[src/rtl/apb_bus_bridge.sv]
`default_nettype none
// ============================================================================
// Module   : apb_bus_bridge
// Purpose  : CPU data-bus to multi-slave APB-style bridge with slot address
//            decode, slave wait states and a bounded-ACCESS error response.
// Revision : 1.0 - initial release
// ============================================================================
module apb_bus_bridge #(
  parameter int                NUM_SLAVES = 4,
  parameter int                ADDR_W     = 32,
  parameter int                DATA_W     = 32,
  parameter logic [ADDR_W-1:0] BASE_ADDR  = 32'h1000_0000,
  parameter int                SLOT_SHIFT = 12,
  parameter int                TIMEOUT    = 255
) (
  input  logic                         clk,
  input  logic                         rst,
  input  logic                         transfer,
  input  logic                         busWe,
  input  logic [ADDR_W-1:0]            busAddr,
  input  logic [DATA_W-1:0]            busWData,
  input  logic [2:0]                   busFunc3,
  output logic [DATA_W-1:0]            busRData,
  output logic                         ready,
  output logic                         err,
  output logic [ADDR_W-1:0]            PADDR,
  output logic                         PWRITE,
  output logic [DATA_W-1:0]            PWDATA,
  output logic [2:0]                   PFUNC3,
  output logic [NUM_SLAVES-1:0]        PSEL,
  output logic                         PENABLE,
  input  logic [NUM_SLAVES*DATA_W-1:0] PRDATA,
  input  logic [NUM_SLAVES-1:0]        PREADY
);

  localparam int IDX_W = (NUM_SLAVES > 1) ? $clog2(NUM_SLAVES) : 1;
  localparam int CNT_W = (TIMEOUT > 1) ? $clog2(TIMEOUT) : 1;
  localparam logic [CNT_W-1:0] CNT_LAST = CNT_W'(TIMEOUT - 1);

  typedef enum logic [1:0] {
    S_IDLE   = 2'd0,
    S_SETUP  = 2'd1,
    S_ACCESS = 2'd2,
    S_ERROR  = 2'd3
  } state_t;

  state_t                  state_q;
  logic [CNT_W-1:0]        cnt_q;
  logic [IDX_W-1:0]        idx_q;
  logic [ADDR_W-1:0]       paddr_q;
  logic                    pwrite_q;
  logic [DATA_W-1:0]       pwdata_q;
  logic [2:0]              pfunc3_q;
  logic [NUM_SLAVES-1:0]   psel_q;
  logic                    penable_q;
  logic [DATA_W-1:0]       rdata_q;
  logic                    ready_q;
  logic                    err_q;

  logic [ADDR_W-1:0]       w_off;
  logic [ADDR_W-1:0]       w_slot;
  logic                    w_hit;
  logic [IDX_W-1:0]        w_idx;
  logic [NUM_SLAVES-1:0]   w_psel_dec;
  logic                    w_sel_ready;
  logic [DATA_W-1:0]       w_sel_rdata;
  logic                    w_timeout;

  // Slot decode: the subtraction wraps for addresses below BASE_ADDR, so the
  // explicit lower-bound compare is what rejects them.
  assign w_off      = busAddr - BASE_ADDR;
  assign w_slot     = w_off >> SLOT_SHIFT;
  assign w_hit      = (busAddr >= BASE_ADDR) && (w_slot < ADDR_W'(NUM_SLAVES));
  assign w_idx      = w_slot[IDX_W-1:0];
  assign w_psel_dec = NUM_SLAVES'(1) << w_idx;

  assign w_sel_ready = PREADY[idx_q];
  assign w_sel_rdata = PRDATA[idx_q*DATA_W +: DATA_W];
  assign w_timeout   = (TIMEOUT != 0) && (cnt_q == CNT_LAST);

  always_ff @(posedge clk or negedge rst) begin
    if (!rst) begin
      state_q   <= S_IDLE;
      cnt_q     <= '0;
      idx_q     <= '0;
      paddr_q   <= '0;
      pwrite_q  <= 1'b0;
      pwdata_q  <= '0;
      pfunc3_q  <= '0;
      psel_q    <= '0;
      penable_q <= 1'b0;
      rdata_q   <= '0;
      ready_q   <= 1'b0;
      err_q     <= 1'b0;
    end else begin
      ready_q <= 1'b0;
      err_q   <= 1'b0;
      rdata_q <= '0;
      case (state_q)
        S_IDLE: begin
          if (transfer) begin
            paddr_q  <= busAddr;
            pwrite_q <= busWe;
            pwdata_q <= busWData;
            pfunc3_q <= busFunc3;
            idx_q    <= w_idx;
            if (w_hit) begin
              psel_q  <= w_psel_dec;
              state_q <= S_SETUP;
            end else begin
              state_q <= S_ERROR;
            end
          end
        end
        S_SETUP: begin
          penable_q <= 1'b1;
          cnt_q     <= '0;
          state_q   <= S_ACCESS;
        end
        S_ACCESS: begin
          if (w_sel_ready) begin
            rdata_q   <= pwrite_q ? '0 : w_sel_rdata;
            ready_q   <= 1'b1;
            psel_q    <= '0;
            penable_q <= 1'b0;
            state_q   <= S_IDLE;
          end else if (w_timeout) begin
            ready_q   <= 1'b1;
            err_q     <= 1'b1;
            psel_q    <= '0;
            penable_q <= 1'b0;
            state_q   <= S_IDLE;
          end else begin
            cnt_q <= cnt_q + 1'b1;
          end
        end
        S_ERROR: begin
          ready_q <= 1'b1;
          err_q   <= 1'b1;
          state_q <= S_IDLE;
        end
        default: state_q <= S_IDLE;
      endcase
    end
  end

  assign busRData = rdata_q;
  assign ready    = ready_q;
  assign err      = err_q;
  assign PADDR    = paddr_q;
  assign PWRITE   = pwrite_q;
  assign PWDATA   = pwdata_q;
  assign PFUNC3   = pfunc3_q;
  assign PSEL     = psel_q;
  assign PENABLE  = penable_q;

endmodule
`default_nettype wire

[config.mk]
export PLATFORM = sky130hd
export DESIGN_NAME = apb_bus_bridge
export DESIGN_NICKNAME = d
export VERILOG_FILES = /design/src/rtl/apb_bus_bridge.sv
export SDC_FILE = /design/constraint.sdc
export NUM_CORES = 1
export LEC_CHECK = 0
export BUFFER_PORTS_ARGS = -buffer_cell sky130_fd_sc_hd__buf_2
export CAP_MARGIN = 0
export CORE_AREA = 2 2 119 121
export DETAILED_ROUTE_END_ITERATION = 12
export DIE_AREA = 0 0 121 123
export PLACE_DENSITY = 0.78
export SLEW_MARGIN = 5
export SYNTH_ARGS = -nofsm -noshare
export SYNTH_HDL_FRONTEND = slang
export SYNTH_SLANG_ARGS = --single-unit
[constraint.sdc]
create_clock -name clk -period 2.5 [get_ports clk]
set_input_delay 0.375 -clock clk [delete_from_list [all_inputs] [get_ports clk]]
set_output_delay 0.375 -clock clk [all_outputs]
set_load 0.02 [all_outputs]
==> results of run 1 <==
## registers in the layout (all words and copies together) (netlist names), 2 cells and up
name	flops
PWDATA	32
busRData	32
PADDR	31
cnt_q	8
PSEL	4
PFUNC3	3
state_q	2
## through the flow
step	util	instances	hold slack [ns]	cell area (sq um)
2_1_floorplan	-	343	0.0794	5210
3_3_place_gp	0.513	817	0.261	6980
3_5_place_dp	0.513	817	0.263	6980
4_1_cts	0.560	850	0.187	7620
5_1_grt	0.560	852	0.183	7620
6_report	0.560	852	0.199	7620
## cell usage after synthesis (all sizes together)
library cell,count
a211o,1
nand4,2
mux4,33
a2111o,1
nand3,5
ha,2
or4,1
and4,1
clkbuf,16
nor3,2
buf,7
nor4,1
a21boi,2
o31ai,1
a31oi,1
and3,35
xor2,1
nor4b,1
a311oi,1
a21oi,3
o22a,1
nand3b,1
nand2b,2
nand2,4
mux2,72
xnor2,1
a211oi,1
nor2,12
o21ai,10
nor3b,2
dfrtp,117
and3b,1
inv,2
## path summary, 6_finish.rpt
check,from,to,slack [ns],depth (start not counted)
max,idx_q[0],cnt_q[6],0.49,5
min,busWData[31],PWDATA[31],0.20,2
max reg2reg,idx_q[0],cnt_q[6],0.49,5
min reg2reg,cnt_q[7],cnt_q[7],0.47,1
max in group asynchronous,rst,PADDR[20],1.50,3
min in group asynchronous,rst,PWDATA[30],0.40,2
## power by group
part,total (W),leakage (nW),internal (W),switching [W]
combinational,0.00419,2.15,0.00189,0.00230
sequential,0.00305,1.46,0.00266,0.000387
clock,0.00257,0.290,0.00168,0.000889
## cell families after synthesis
group / count (synthesis) / share of synthesized area
flip-flops: 117 / 0.562
adder cells (fa/ha/maj): 2 / 0.00480
XOR/XNOR: 2 / 0.00336
multiplexers: 105 / 0.298
AO/OA/AOI/OAI: 22 / 0.0298
AND/OR/NAND/NOR: 70 / 0.0790
buffers and inverters: 25 / 0.0223
## repair_timing
item	in CTS	in global routing
endpoints found under the hold margin	15	0
gates resized for setup	0	0
setup endpoints to repair	0	0
hold buffers	1	0
## area by class of cell
type,instances,area share
sequential,117,0.384
multi-input combinational,201,0.285
clock buffer,18,0.0563
tap,180,0.0295
inverter,2,0.000985
timing repair buffer,318,0.217
antenna,2,0.000656
clock inverter,14,0.0264
## worst reg2reg max path, cell delays in order, from the launching register on
cell      delay (ns)
dfrtp_2         0.37
mux4_2          0.61
a211oi_4        0.40
nor2_1          0.17
o21ai_0         0.20
o21ai_0         0.12
## routing by layer
metal | track usage | wire length (um) | vias up
li1 | - | - | 1924
met5 | 0 | 0 | -
met4 | 0.0923 | 475 | 0
met1 | 0.201 | 5250 | 1989
met3 | 0.0540 | 997 | 37
met2 | 0.365 | 8040 | 215
==> flow_summary.yaml, run 1 <==
job:
  max-cap-violations: 0
worst_setup_path:
  cp_cell_sequence: "mux4_2 > a211oi_4 > nor2_1 > o21ai_0 > o21ai_0"
  slowest_delay_ns: 0.61
  critical-path-top-delay-family: "compound AO/OA/AOI/OAI gates"
  endpoint_kind: "flop"
  crit_top_cell: "o21ai_0"
  cp_slowest_cell: "mux4_2"
  critPathRequiredTime_ns: 2.77
  crit_fanout: 7
  critPathKind: "flop to flop"
  start_kind: "flop"
  worst-path-buf-inv: 0
  arrival_ns: 2.29
clock_tree:
  clock-sinks: 117
  clk_latency_ns: 0.41
  cts_made_buffers: 17
  cts_tree: "built"
  clkTransAtPathRegs_ns: 0.06
  root_buffer: "clkbuf_16"
  cts-htree-levels: 4
  ctsLongestPathBuffers: 2
  post_cts_buffers: 0
placed_design:
  hpwl_um: 11900
  place_congestion: 0.880
  dp_slack_ns: 0.247
  io_buffers: 309
final_layout:
  fin_nets: 862
  fill_cells: 1161
  final_layout_size_suffix_gt1_frac: 0.690
  layout_common_cells: "buf_2, dfrtp_1, mux2_2, mux4_2, and3_1"
  layout_commonest_cell: "buf_2"
  multiInputGateArea_sq_mm: 0.00217
  area_growth_pct: 46.4
  register_area_sq_mm: 0.00293
synth:
  yosysTopAreaCellShare: 0.562
  syn_inst: 343
  synthesis.area_sq_mm: 0.00521
  syn_nets: 548
  ys_warn_count: 0
  synth-seq-cells: 117
  synth.avg_cell_area_sq_um: 15.2
  synth_seq_area_share: 0.562
  yosys-top-cells-area: "dfrtp_1, mux2_2, mux4_2"
  ys_types: 40
  synth_area_leader_cell: "dfrtp_1"
timing:
  hold_viol_final: 0
  setup-tns-final_ns: 0
  maxSlewViolCount: 0
  setup_slack_ns: 0.488
  fin_crit_ns: 2.01
  setup_viol: 0
  fin_skew_ns: 0.00802
  period_share: 0.805
  worstMarginPinSlew_ns: 0.596
  slew_headroom: 0.603
  fmax_mhz: 497
  rsz0062_at_grt: "false"
grt:
  grt-ovfl-total: 0
  grt_pass1_vias: 4303
  grt_pass1_wl_um: 21700
  antenna_found_initial: 2
  grt_usage: 0.195
  grt_max_degree: 64
power_and_ir_drop:
  ir_worst_vdd_mv: 0.533
  p_leak_nw: 3.90
  totalPowerFinal_w: 0.00980
  p_per_area_mw_per_mm2: 1290
hold_path:
  hold_class: "primary input to flop"
routing:
  ant_nets: 0
  drt_first_pass_iters: 4
  drtIter0Drc: 150
  routed_wl_um: 14800
  wl_per_cell_um: 17.3
  drc_errors: 0
  via_per_inst: 4.89
  vias: 4165
floorplan:
  fp.dieArea_sq_mm: 0.0149
  core_area_sq_mm: 0.0136
  fp.dieW_um: 121
  ios: 310
  start_util: 0.383
  die_h_um: 123
  rows: 43
run_status:
  outcome: "finished, final reports clean"
Power figures use the tool's default switching activity.
==> inputs of run 2 (changes only) <==
--- a/config.mk
+++ b/config.mk
@@ -5,12 +5,13 @@
 export SDC_FILE = /design/constraint.sdc
 export NUM_CORES = 1
 export LEC_CHECK = 0
+export ABC_AREA = 1
 export BUFFER_PORTS_ARGS = -buffer_cell sky130_fd_sc_hd__buf_2
 export CAP_MARGIN = 0
-export CORE_AREA = 2 2 119 121
+export CORE_AREA = 2 2 121 123
 export DETAILED_ROUTE_END_ITERATION = 12
-export DIE_AREA = 0 0 121 123
-export PLACE_DENSITY = 0.78
+export DIE_AREA = 0 0 123 125
+export PLACE_DENSITY = 0.79
 export SLEW_MARGIN = 5
 export SYNTH_ARGS = -nofsm -noshare
 export SYNTH_HDL_FRONTEND = slang
==> constraint.sdc (replaced) <==
create_clock -name clk -period 1.9 [get_ports clk]
set_input_delay 0.285 -clock clk [delete_from_list [all_inputs] [get_ports clk]]
set_output_delay 0.285 -clock clk [all_outputs]
set_load 0.02 [all_outputs]
==> run 2 against run 1 <==
  * Synthesized cell count increased by 94%
  * Critical endpoint is now PADDR[12]
  * Combinational power increased by 41%
  * Via count increased by 34%
  * Critical path type is now flop to primary output
  * Clock skew increased by 0.00092 ns
  * Sequential power increased by 32%
  * Highest routed layer unchanged
  * Worst setup slack got worse by 0.39 ns
  * Largest cell class unchanged
  * Count of clock-buffer cells in the layout increased by 3
  * Global-route usage increased by 2.1 points
  * First-iteration DRC count increased by 77%
==> flow_summary.yaml, run 2 <==
run_status:
  outcome: "finished, final reports clean"
placed_design:
  dp_cells: 1133
  io_buffers: 309
  dp_slack_ns: 0.239
  hpwl_um: 12300
  place_congestion: 0.854
clock_tree:
  clock-sinks: 117
  cts_tree: "built"
  ctsLongestPathBuffers: 2
  cts_made_buffers: 17
  root_buffer: "clkbuf_16"
  cts-htree-levels: 4
  clkTransAtPathRegs_ns: 0.05
  clk_latency_ns: 0.41
final_layout:
  stdcell_count: 1166
  insertedDiodeCount: 0
  layout_common_cells: "nand2_1, buf_2, dfrtp_1, a21oi_1, a211oi_2"
  fin_nets: 1174
  area_growth_pct: 42.1
  final_layout_size_suffix_gt1_frac: 0.408
  layout_commonest_cell: "nand2_1"
routing:
  drtIter0Drc: 266
  via_per_inst: 4.77
  wl_per_cell_um: 14.2
  drc_errors: 0
  ant_nets: 0
  vias: 5563
  drt_first_pass_iters: 4
  routed_wl_um: 16500
grt:
  grtUsageMet2: 0.374
  grt_most_used_layer: "met2"
  antenna_found_initial: 0
  grt-ovfl-total: 0
  grt_pass1_vias: 5426
  met1_usage: 0.244
  grt_usage: 0.216
  grt_max_degree: 65
  met3_usage: 0.0666
  grt_pass1_wl_um: 26000
hold_path:
  holdPathStages: 3
  hold_class: "primary input to flop"
synth:
  netlist_top_cells_count: "nand2_1, dfrtp_1, a21oi_1, a211oi_2, buf_2"
  synth-simple-area-share: 0.267
  synth_top_family_by_area: "simple AND/OR/NAND/NOR gates"
  synth-seq-cells: 117
  ys_types: 24
  yosysTopAreaCellShare: 0.528
  synth-compound-area-share: 0.138
  synthAdderAreaFrac: 0.00451
  synth_top_flop_cell: "dfrtp_1"
  synth_seq_area_share: 0.528
  syn_nets: 869
  synth.avg_cell_area_sq_um: 8.35
  synth_area_leader_cell: "dfrtp_1"
  muxShareOfSynthArea: 0.00181
  yosys.area_share.xor_xnor: 0.00948
  yosys-top-cells-area: "dfrtp_1, nand2_1, a211oi_2"
  ys_warn_count: 0
  syn_inst: 664
  synth.most_common_cell: "nand2_1"
  synth_edf_count: 0
  synth_async_sr_flop_share: 1.00
  synthesis.area_sq_mm: 0.00554
floorplan:
  ios: 310
  die_h_um: 125
  rows: 44
  fp.dieW_um: 123
  fp.dieArea_sq_mm: 0.0154
  start_util: 0.390
  core_area_sq_mm: 0.0142
worst_setup_path:
  cp_slowest_cell: "dfrtp_2"
  crit_cells: 2
  slowest_delay_ns: 0.55
  cp_cell_sequence: "buf_8 > buf_2"
  critPathRequiredTime_ns: 1.62
  crit_fanout: 53
  r2r_cells: 8
  start_kind: "flop"
  worst-path-buf-inv: 2
  arrival_ns: 1.52
  endpoint_kind: "primary output"
  critical-path-top-delay-family: "flip-flops"
  critPathKind: "flop to primary output"
timing:
  maxSlewViolCount: 0
  rsz0062_at_grt: "false"
  fin_skew_ns: 0.00894
  setup_slack_ns: 0.0979
  hold_viol_final: 0
  worstMarginPinSlew_ns: 0.613
  setup-tns-final_ns: 0
  slew_headroom: 0.591
  fin_crit_ns: 1.80
  setup_viol: 0
  period_share: 0.948
  fmax_mhz: 555
power_and_ir_drop:
  power_frac_seq: 0.308
  p_sw_w: 0.00567
  ir_worst_vdd_mv: 1.12
  internal-power_w: 0.00742
  combPwrFrac: 0.451
  clkPwrFrac: 0.241
  p_per_area_mw_per_mm2: 1660
  p_leak_nw: 4.52
  sw_frac_of_total: 0.433
job:
  max-cap-violations: 0
run 2: cell count changes after synthesis, sizes merged, moves of 6 or more:
cell,change
a211oi,+31
nor2,+6
a21oi,+62
and3,-35
mux2,-72
nand2,+334
buf,+20
mux4,-33
nand3,+9
inv,+16
run 2: what timing repair did:
item	4_1_cts	5_1_grt
setup buffers	0	0
setup endpoints to repair	1	1
hold buffers	1	0
endpoints found under the hold margin	29	0
resized for setup	1	2
run 2: per-stage QoR:
step                area, sq um   util  hold slack, ns  total power [W]
detailed placement         7260  0.511           0.282          0.00997
CTS                        7870  0.554          0.0490           0.0132
floorplan                  5540      -         -0.0106          0.00807
global placement           7260  0.511           0.282          0.00985
global route               7880  0.554          0.0648           0.0141
finish                     7880  0.554          0.0684           0.0131
run 2: power groups by stage:
| stage | clock network (W) | registers [W] | logic [W] |
|---|---|---|---|
| floorplan | 0 | 0.00519 | 0.00288 |
| finish | 0.00316 | 0.00403 | 0.00590 |
| CTS | 0.00323 | 0.00403 | 0.00595 |
| detailed placement | 0 | 0.00406 | 0.00591 |
| global route | 0.00335 | 0.00416 | 0.00656 |
| global placement | 0 | 0.00401 | 0.00584 |
run 2: kinds of logic after synthesis:
logic type      count (synthesis)
xor+xnor                        6
fa+ha+maj                       2
buf+inv                        56
simple gates                  376
flops                         117
mux                             1
compound gates                106
run 2: path summary, 6_finish.rpt:
path	start	endpoint	slack, ns
setup / recovery	idx_q[0]	PADDR[12]	0.1
hold / removal	busWData[28]	PWDATA[28]	0.07
setup reg to reg	idx_q[0]	busRData[19]	0.22
hold reg to reg	PSEL[0]	PSEL[0]	0.47
max in group asynchronous	rst	busRData[11]	0.94
min in group asynchronous	rst	PWDATA[23]	0.38
run 2: area by class of cell:
| class | count | area [sq um] |
|---|---|---|
| repair buffers | 324 | 1720 |
| fillers | 1292 | 6330 |
| flip-flops and latches | 117 | 2930 |
| well taps | 184 | 230 |
| clock inverters | 11 | 124 |
| inverters | 18 | 67.6 |
| clock buffers | 21 | 470 |
| multi-input cells | 491 | 2330 |
run 2: worst min-delay path, delay by kind of cell:
kind / cells / cell delay (ns)
and+or+nand+nor: 2 / 0.08
buffers and inverters: 1 / 0.07
run 2: routing by layer:
layer,up-vias,share of wire
li1,2741,-
met1,2546,0.39
met2,245,0.49
met3,31,0.084
met4,0,0.029
met5,-,0
